--- src/rtl/fetch_stage_pkg.sv ---
// Shared types and constants for the instruction-fetch stage.
package riscv_fetch_pkg;

    localparam int unsigned XLEN_DEF     = 32;
    localparam logic [31:0] RESET_PC_DEF = 32'h0000_0000;
    localparam logic [31:0] NOP_INSTR    = 32'h0000_0013;

    typedef enum logic [2:0] {
        IDLE  = 3'd0,
        REQ   = 3'd1,
        WAIT  = 3'd2,
        HOLD  = 3'd3,
        FAULT = 3'd4
    } fetch_state_t;

endpackage

--- src/rtl/fetch_stage_if.sv ---
// Fetch-stage bus bundle: instruction-memory side plus decode/controller handshake.
interface fetch_stage_if #(
    parameter int unsigned XLEN = riscv_fetch_pkg::XLEN_DEF
);
    logic            imem_req;
    logic [XLEN-1:0] imem_addr;
    logic            imem_rvalid;
    logic [31:0]     imem_rdata;

    logic [31:0]     instr;
    logic [XLEN-1:0] pc;
    logic [XLEN-1:0] pc_plus4;
    logic            instr_valid;
    logic            instr_ready;
    logic            PCSrc;
    logic [XLEN-1:0] pc_target;
    logic            misalign_fault;

    modport master (
        output imem_req, imem_addr,
        input  imem_rvalid, imem_rdata,
        output instr, pc, pc_plus4, instr_valid, misalign_fault,
        input  instr_ready, PCSrc, pc_target
    );

    modport slave (
        input  imem_req, imem_addr,
        output imem_rvalid, imem_rdata,
        input  instr, pc, pc_plus4, instr_valid, misalign_fault,
        output instr_ready, PCSrc, pc_target
    );

endinterface

--- src/rtl/fetch_stage_pc_next.sv ---
// Next-PC select (sequential or redirect) and redirect alignment check.
module pc_next
    import riscv_fetch_pkg::*;
#(
    parameter int unsigned XLEN = XLEN_DEF
) (
    input  logic [XLEN-1:0] pc_i,
    input  logic            pc_src_i,
    input  logic [XLEN-1:0] pc_target_i,
    output logic [XLEN-1:0] next_pc_o,
    output logic            misaligned_o
);

    // Sequential path wraps naturally modulo 2^XLEN.
    assign next_pc_o    = pc_src_i ? pc_target_i : pc_i + XLEN'(4);
    assign misaligned_o = pc_src_i && (pc_target_i[1:0] != 2'b00);

endmodule

--- src/rtl/fetch_stage.sv ---
// Instruction-fetch stage: owns the PC, one outstanding imem request, valid/ready to decode.
// Optional FETCH_PERF_CNT_EN adds retired_cnt / redirect_cnt outputs.
//
// state | meaning
// IDLE  | one cycle after reset release
// REQ   | imem_req pulse, imem_addr = pc
// WAIT  | waiting for imem_rvalid (no timeout)
// HOLD  | instr_valid, waiting for instr_ready
// FAULT | misaligned redirect taken; parked until reset
module fetch_stage
    import riscv_fetch_pkg::*;
#(
    parameter int unsigned     XLEN     = XLEN_DEF,
    parameter logic [XLEN-1:0] RESET_PC = XLEN'(RESET_PC_DEF)
) (
    input  logic clk,
    input  logic reset_n,
    fetch_stage_if.master bus
`ifdef FETCH_PERF_CNT_EN
    ,
    output logic [31:0] retired_cnt,
    output logic [31:0] redirect_cnt
`endif
);

    fetch_state_t    state_q;
    logic [XLEN-1:0] pc_q;
    logic [31:0]     instr_q;
    logic            req_q;
    logic            valid_q;
    logic            fault_q;

    logic [XLEN-1:0] pc_d;
    logic            misaligned;
    logic            accept;

    assign accept = (state_q == HOLD) && bus.instr_ready;

    pc_next #(
        .XLEN(XLEN)
    ) u_pc_next (
        .pc_i        (pc_q),
        .pc_src_i    (bus.PCSrc),
        .pc_target_i (bus.pc_target),
        .next_pc_o   (pc_d),
        .misaligned_o(misaligned)
    );

    always_ff @(posedge clk or negedge reset_n) begin
        if (!reset_n) begin
            state_q <= IDLE;
            pc_q    <= RESET_PC;
            instr_q <= NOP_INSTR;
            req_q   <= 1'b0;
            valid_q <= 1'b0;
            fault_q <= 1'b0;
        end else begin
            case (state_q)
                IDLE: begin
                    state_q <= REQ;
                    req_q   <= 1'b1;
                end
                REQ: begin
                    state_q <= WAIT;
                    req_q   <= 1'b0;
                end
                WAIT: begin
                    if (bus.imem_rvalid) begin
                        instr_q <= bus.imem_rdata;
                        valid_q <= 1'b1;
                        state_q <= HOLD;
                    end
                end
                HOLD: begin
                    if (accept) begin
                        // instr falls back to NOP whenever nothing valid is presented
                        valid_q <= 1'b0;
                        instr_q <= NOP_INSTR;
                        if (misaligned) begin
                            state_q <= FAULT;
                            fault_q <= 1'b1;
                        end else begin
                            pc_q    <= pc_d;
                            state_q <= REQ;
                            req_q   <= 1'b1;
                        end
                    end
                end
                FAULT: begin
                    state_q <= FAULT;
                end
                default: begin
                    state_q <= IDLE;
                    req_q   <= 1'b0;
                    valid_q <= 1'b0;
                    instr_q <= NOP_INSTR;
                end
            endcase
        end
    end

    assign bus.imem_req       = req_q;
    assign bus.imem_addr      = pc_q;
    assign bus.instr          = instr_q;
    assign bus.pc             = pc_q;
    assign bus.pc_plus4       = pc_q + XLEN'(4);
    assign bus.instr_valid    = valid_q;
    assign bus.misalign_fault = fault_q;

`ifdef FETCH_PERF_CNT_EN
    logic [31:0] retired_q;
    logic [31:0] redirect_q;

    always_ff @(posedge clk or negedge reset_n) begin
        if (!reset_n) begin
            retired_q  <= '0;
            redirect_q <= '0;
        end else if (accept) begin
            retired_q <= retired_q + 32'd1;
            if (bus.PCSrc && !misaligned) begin
                redirect_q <= redirect_q + 32'd1;
            end
        end
    end

    assign retired_cnt  = retired_q;
    assign redirect_cnt = redirect_q;
`endif

endmodule

--- src/flat_wrapper.sv ---
// flat-port wrapper written by rule: the top's interface ports become plain ports
module fetch_stage_flat import riscv_fetch_pkg::*;
#(
    parameter int unsigned     XLEN     = XLEN_DEF,
    parameter logic [XLEN-1:0] RESET_PC = XLEN'(RESET_PC_DEF)
)
  (clk, reset_n, bus_imem_req, bus_imem_addr, bus_imem_rvalid, bus_imem_rdata, bus_instr, bus_pc, bus_pc_plus4, bus_instr_valid, bus_misalign_fault, bus_instr_ready, bus_PCSrc, bus_pc_target);
  fetch_stage_if #(.XLEN(XLEN)) bus_i ();
  input  logic clk;
  input  logic reset_n;
  output wire logic [$bits(bus_i.imem_req)-1:0] bus_imem_req;
  output wire logic [$bits(bus_i.imem_addr)-1:0] bus_imem_addr;
  input wire logic [$bits(bus_i.imem_rvalid)-1:0] bus_imem_rvalid;
  input wire logic [$bits(bus_i.imem_rdata)-1:0] bus_imem_rdata;
  output wire logic [$bits(bus_i.instr)-1:0] bus_instr;
  output wire logic [$bits(bus_i.pc)-1:0] bus_pc;
  output wire logic [$bits(bus_i.pc_plus4)-1:0] bus_pc_plus4;
  output wire logic [$bits(bus_i.instr_valid)-1:0] bus_instr_valid;
  output wire logic [$bits(bus_i.misalign_fault)-1:0] bus_misalign_fault;
  input wire logic [$bits(bus_i.instr_ready)-1:0] bus_instr_ready;
  input wire logic [$bits(bus_i.PCSrc)-1:0] bus_PCSrc;
  input wire logic [$bits(bus_i.pc_target)-1:0] bus_pc_target;
  assign bus_imem_req = bus_i.imem_req;
  assign bus_imem_addr = bus_i.imem_addr;
  assign bus_i.imem_rvalid = bus_imem_rvalid;
  assign bus_i.imem_rdata = bus_imem_rdata;
  assign bus_instr = bus_i.instr;
  assign bus_pc = bus_i.pc;
  assign bus_pc_plus4 = bus_i.pc_plus4;
  assign bus_instr_valid = bus_i.instr_valid;
  assign bus_misalign_fault = bus_i.misalign_fault;
  assign bus_i.instr_ready = bus_instr_ready;
  assign bus_i.PCSrc = bus_PCSrc;
  assign bus_i.pc_target = bus_pc_target;
  fetch_stage #(.XLEN(XLEN), .RESET_PC(RESET_PC)) u_core (.clk(clk), .reset_n(reset_n), .bus(bus_i));
endmodule
--- config.mk ---
export PLATFORM = sky130hd
export DESIGN_NAME = fetch_stage_flat
export DESIGN_NICKNAME = d
export VERILOG_FILES = /design/src/rtl/fetch_stage_pkg.sv /design/src/rtl/fetch_stage_if.sv /design/src/rtl/fetch_stage_pc_next.sv /design/src/rtl/fetch_stage.sv /design/src/flat_wrapper.sv
export SDC_FILE = /design/constraint.sdc
export NUM_CORES = 1
export LEC_CHECK = 0
export BUFFER_PORTS_ARGS = -buffer_cell sky130_fd_sc_hd__buf_4
export CAP_MARGIN = 20
export CORE_ASPECT_RATIO = 1.75
export CORE_UTILIZATION = 47
export DETAILED_ROUTE_END_ITERATION = 10
export PLACE_DENSITY_LB_ADDON = 0.3
export SETUP_SLACK_MARGIN = 0.2
export SLEW_MARGIN = 20
export SYNTH_ARGS = -nofsm -noshare
export SYNTH_HDL_FRONTEND = slang
export SYNTH_SLANG_ARGS = --single-unit
--- constraint.sdc ---
create_clock -name clk -period 2.67 [get_ports clk]
set_input_delay 0.267 -clock clk [delete_from_list [all_inputs] [get_ports clk]]
set_output_delay 0.267 -clock clk [all_outputs]
set_load 0.02 [all_outputs]
Word-level counts from Yosys, hierarchy flattened
Cells that the tools add are included.

cells by class
  add/subtract/negate cells = 1
  equality and inequality tests = 7
  muxes and demuxes = 14
  bitwise gates (word level) = 3
  reduce and logical (&&, ||, !) cells = 11

operators with widths
  kind                     number
  $mux W32                 3
  $pmux W32 S3             1
  $add A32 B3 Y32 const B  1
  $pmux W3 S5              1
  $reduce_and A3 Y1        4
  $mux W3                  3
  $eq A3 B2 Y1 const B     2
  $pmux W1 S3              2
  $mux W1                  4
  $ne A2 B2 Y1 const B     2
  $eq A3 B1 Y1 const B     1
  $eq A3 B3 Y1 const B     1
  $logic_not A3 Y1         1
  $not A1 Y1               3
  $reduce_or A3 Y1         1
  $logic_and A1 B1 Y1      2
  $ne A2 B1 Y1 const B     1
  $reduce_and A2 Y1        1
  $reduce_bool A2 Y1       1
  $reduce_or A2 Y1         1

storage, ports and cells
  register bits after elaboration = 70
  output and inout bits = 131
  word-level logic and storage cells = 42

Depth between registers and ports, before layout
  depth in word-level cells = 5
  depth in mapped cells = 7
  depth with buffers taken out = 5

Cells and area by module
A second synthesis with hierarchy kept.

unflattened totals
  cells, all modules = 465
  area, all modules = 4556.9 um^2

modules (own cells, without submodules)
  module       times used  cells each  area each (um^2)
  fetch_stage  1           300         3535.9
  pc_next      1           165         1021.0

Least setup slack after synthesis
No wires, ideal clock.

  path kind = reg2out
  start = register u_core.pc_q[2], in the netlist u_core.bus.imem_addr[2]
  end = output port bus_pc_plus4[26]
  data arrival time = 2.054 ns
  required time = 2.403 ns
  slack = 0.349 ns
  cell stages (with the launch flop) = 6
  buffers on the path = 0
  path through = dfrtp_1 -> ha_1 -> nand3_1 -> nor4_4 -> and3_1 -> xor2_1

between the ends
  word-level cells in the longest chain between the ends = 1

ends and longest elaborated chain
  element                 RTL line            source
  from (decl)             fetch_stage.sv:27   logic [XLEN-1:0] pc_q;
  from (signal assigned)  fetch_stage.sv:83   pc_q <= pc_d;
  $add A32 B3 Y32         fetch_stage.sv:106  assign bus.pc_plus4 = pc_q + XLEN'(4);
  to (decl)               flat_wrapper.sv:17  output wire logic [$bits(bus_i.pc_plus4)-1:0] bus_pc_plus4;

No other way between the ends.

Worst setup path after layout
  start = register u_core.pc_q[14], in the netlist u_core.bus.imem_addr[14]
  end = output port bus_pc_plus4[24]

Same word-level chain as after synthesis.

==> impl_metrics.json <==
{
  "wl_per_cell_um": 18.3,
  "critical_path_class": "flop to output pin",
  "cp_cell_sequence": "buf_4, nand4_1, nor4_1, nand2_2, xnor2_1, buf_4",
  "setup_tns_ns": 0,
  "ys_warn_count": 0,
  "cp-end-kind": "output pin",
  "cts_inserted_buffers": 9,
  "worstMarginPinSlew_ns": 0.886,
  "crit_arrival_ns": 2.10,
  "gp_congestion": 0.919,
  "layout.nets": 691,
  "status": "finished, final reports clean",
  "port_buffers": 199,
  "syn_inst": 468,
  "max-slew-margin-rel_pct": 40.9,
  "drtPass1Iterations": 5,
  "num_vias": 4378,
  "grt_max_degree": 71,
  "dp_hpwl_um": 9720,
  "finalCritPeriodShare_pct": 88.8,
  "die_w_um": 74.3,
  "maxCapViolCount": 0,
  "via_per_inst": 5.89,
  "drive_above_1_share_pct": 42.2,
  "hold_path.class": "input port to async pin",
  "rsz0062_at_grt": "true",
  "crit_path_start_kind": "flop",
  "synth_flop_cell": "dfrtp_1",
  "power.density_nw_per_um2": 1150,
  "n_antenna_cell": 0,
  "num_rows": 45,
  "root_buffer": "clkbuf_16",
  "crit_top_cell": "buf_4",
  "path_clk_slew_ns": 0.06,
  "synth_seq_cells": 70,
  "synth_fp_nets": 538,
  "drtAntennaViolNets": 0,
  "htree_levels": 3,
  "finalWirelength_um": 13600,
  "final.setup_skew_ns": 0.00589,
  "drv_slew": 0,
  "ios": 200,
  "async_flop_share_pct": 100,
  "synth_area_sq_um": 4300,
  "final_util_pct": 68.5,
  "start_util_pct": 49.0,
  "antenna_found_initial": 0,
  "clk_latency_ns": 0.33,
  "cellLeakagePower_nw": 2.73,
  "die_height_um": 129,
  "drc": 0,
  "finalHoldViolCount": 0,
  "ir_drop_mv": 0.745,
  "seq_area_frac_synth_pct": 40.8,
  "synth_fa_ha_area_share_pct": 0.291,
  "finalSetupViolCount": 0,
  "synthMuxAreaShare_pct": 0.465,
  "synth_top_family_by_area": "simple AND/OR/NAND/NOR gates",
  "syn_avg_cell_area_sq_um": 9.19,
  "max_freq_mhz": 422,
  "worstPathRequired_ns": 2.40,
  "yosysTopAreaCellShare_pct": 39.0,
  "synth_edf_count": 0,
  "synth-compound-area-share_pct": 20.4,
  "crit_slowest_cell": "nor4_1",
  "ys_types": 58,
  "place_inst": 727,
  "critPathMaxStageDelay_ns": 0.47,
  "clock_sinks": 70,
  "synth_area_leaders": "dfrtp_1, a22o_1, buf_4",
  "core_area_sq_um": 8780,
  "overflow": 0,
  "grtUsageTotal_pct": 28.4,
  "grt_pass1_vias": 4287,
  "cts_tree": "done",
  "drt_iter0_drc": 210,
  "critical_path.max_fanout": 12,
  "finalCriticalPeriod_ns": 2.37,
  "final_cells": 743,
  "grt_pass1_wl_um": 20700,
  "fill_cells": 718,
  "post-cts-setup-buffer-count": 0,
  "clockBufferDepth": 2,
  "synth_area_leader_cell": "dfrtp_1",
  "synth-simple-area-share_pct": 21.8,
  "area_delta_synth_final_pct": 39.9,
  "dieArea_sq_um": 9550,
  "synth_xor_area_share_pct": 5.50
}
## through the flow
step                hold WS (ns)  power [mW]  instance area [sq um]  setup WS [ns]
detailed placement         0.440        5.61                   5630          0.439
floorplan                -0.0286        4.26                   4300          0.349
CTS                       0.0915        6.92                   5970          0.208
global route               0.133        7.29                   6020          0.186
global placement           0.438        5.53                   5630          0.489
finish                    0.0607        6.94                   6020          0.299
## worst max-delay path, delay by kind of cell, from the launching register on
family	cells	cell delay [ns]
AND/OR/NAND/NOR	3	0.90
flip-flops	1	0.36
buffers and inverters	2	0.36
XOR/XNOR	1	0.16
## placed cells by master (no fill, tap or decap), types with 12 or more instances in the layout
master   Yosys  layout
buf_4       35     214
xor2_1      12      12
nand3_1     17      16
dfrtp_1     67      56
a21oi_1     16      16
nand2_1     36      36
o21ai_0     27      27
nand4_1     15      15
a22o_1      30      30
nor3_1      31      30
xnor2_1     15      15
nor2_1      16      15
## power by group
group          switching [mW]  total (mW)  leakage (nW)  internal, mW
clock network           0.443        1.26         0.156         0.817
registers               0.537        2.00         0.823          1.47
logic                    2.12        3.68          1.75          1.56
## synth_stat cells, types with 6 or more instances
| cell | instances |
|---|---|
| a22o_1 | 30 |
| xor2_1 | 12 |
| nor4_1 | 6 |
| nand4_1 | 15 |
| clkbuf_1 | 17 |
| o311ai_0 | 7 |
| dfrtp_1 | 67 |
| and3_1 | 8 |
| nor3_1 | 31 |
| inv_1 | 9 |
| xnor2_1 | 15 |
| nor2_1 | 16 |
| o21ai_0 | 27 |
| nand2_1 | 36 |
| a21oi_1 | 16 |
| and4_1 | 6 |
| buf_2 | 11 |
| buf_4 | 35 |
| nand3_1 | 17 |
## routing by layer
| metal | vias to the layer above | share of wire [%] | track usage [%] | wire length, um |
|---|---|---|---|---|
| met5 | - | 0 | 0 | 0 |
| met4 | 0 | 4.0 | 14.9 | 537 |
| met3 | 41 | 8.2 | 5.64 | 1120 |
| met2 | 230 | 53 | 51.2 | 7230 |
| met1 | 2096 | 35 | 30.4 | 4680 |
| li1 | 2011 | - | - | - |
## cells by family after synthesis
kind of cell / Yosys count
xor gates and xnor gates: 27
buffers and inverters: 82
DFF: 70
AOI/OAI and AO/OA: 122
adders and majority gates: 1
and+or+nand+nor: 164
muxes: 2
## registers in the layout, indices dropped and copies added (netlist names)
signal                     cells
u_core.bus.instr_valid         1
u_core.state_q                 3
u_core.bus.instr              32
u_core.bus.misalign_fault      1
u_core.bus.imem_addr          32
u_core.bus.imem_req            1
## cell type report
cell class	count	area, sq um	area share (%)
clock buffer	10	229	3.81
clock inverter	6	87.6	1.46
inverter	10	37.5	0.624
multi-input combinational	316	2140	35.6
sequential	70	1770	29.4
tap	117	146	2.43
timing repair buffer	214	1610	26.7
## final timing paths
kind                       slack [ns]  cells after the start                     start                  endpoint
min in group clk                 0.15                      2         bus_imem_rdata[4]       u_core.bus.instr[4]
hold reg to reg                  0.48                      1    u_core.bus.instr_valid    u_core.bus.instr_valid
setup reg to reg                 0.72                      5  u_core.bus.imem_addr[14]  u_core.bus.imem_addr[24]
setup / recovery                 0.30                      6  u_core.bus.imem_addr[14]          bus_pc_plus4[24]
max in group asynchronous        1.98                      1                   reset_n  u_core.bus.imem_addr[10]
hold / removal                   0.06                      1                   reset_n       u_core.bus.instr[6]
## timing repair
item	4_1_cts	5_1_grt
hold buffers	0	0
resized for setup	8	14
cloned	0	0
setup endpoints to repair	4	13
Power figures use the tool's default switching activity.
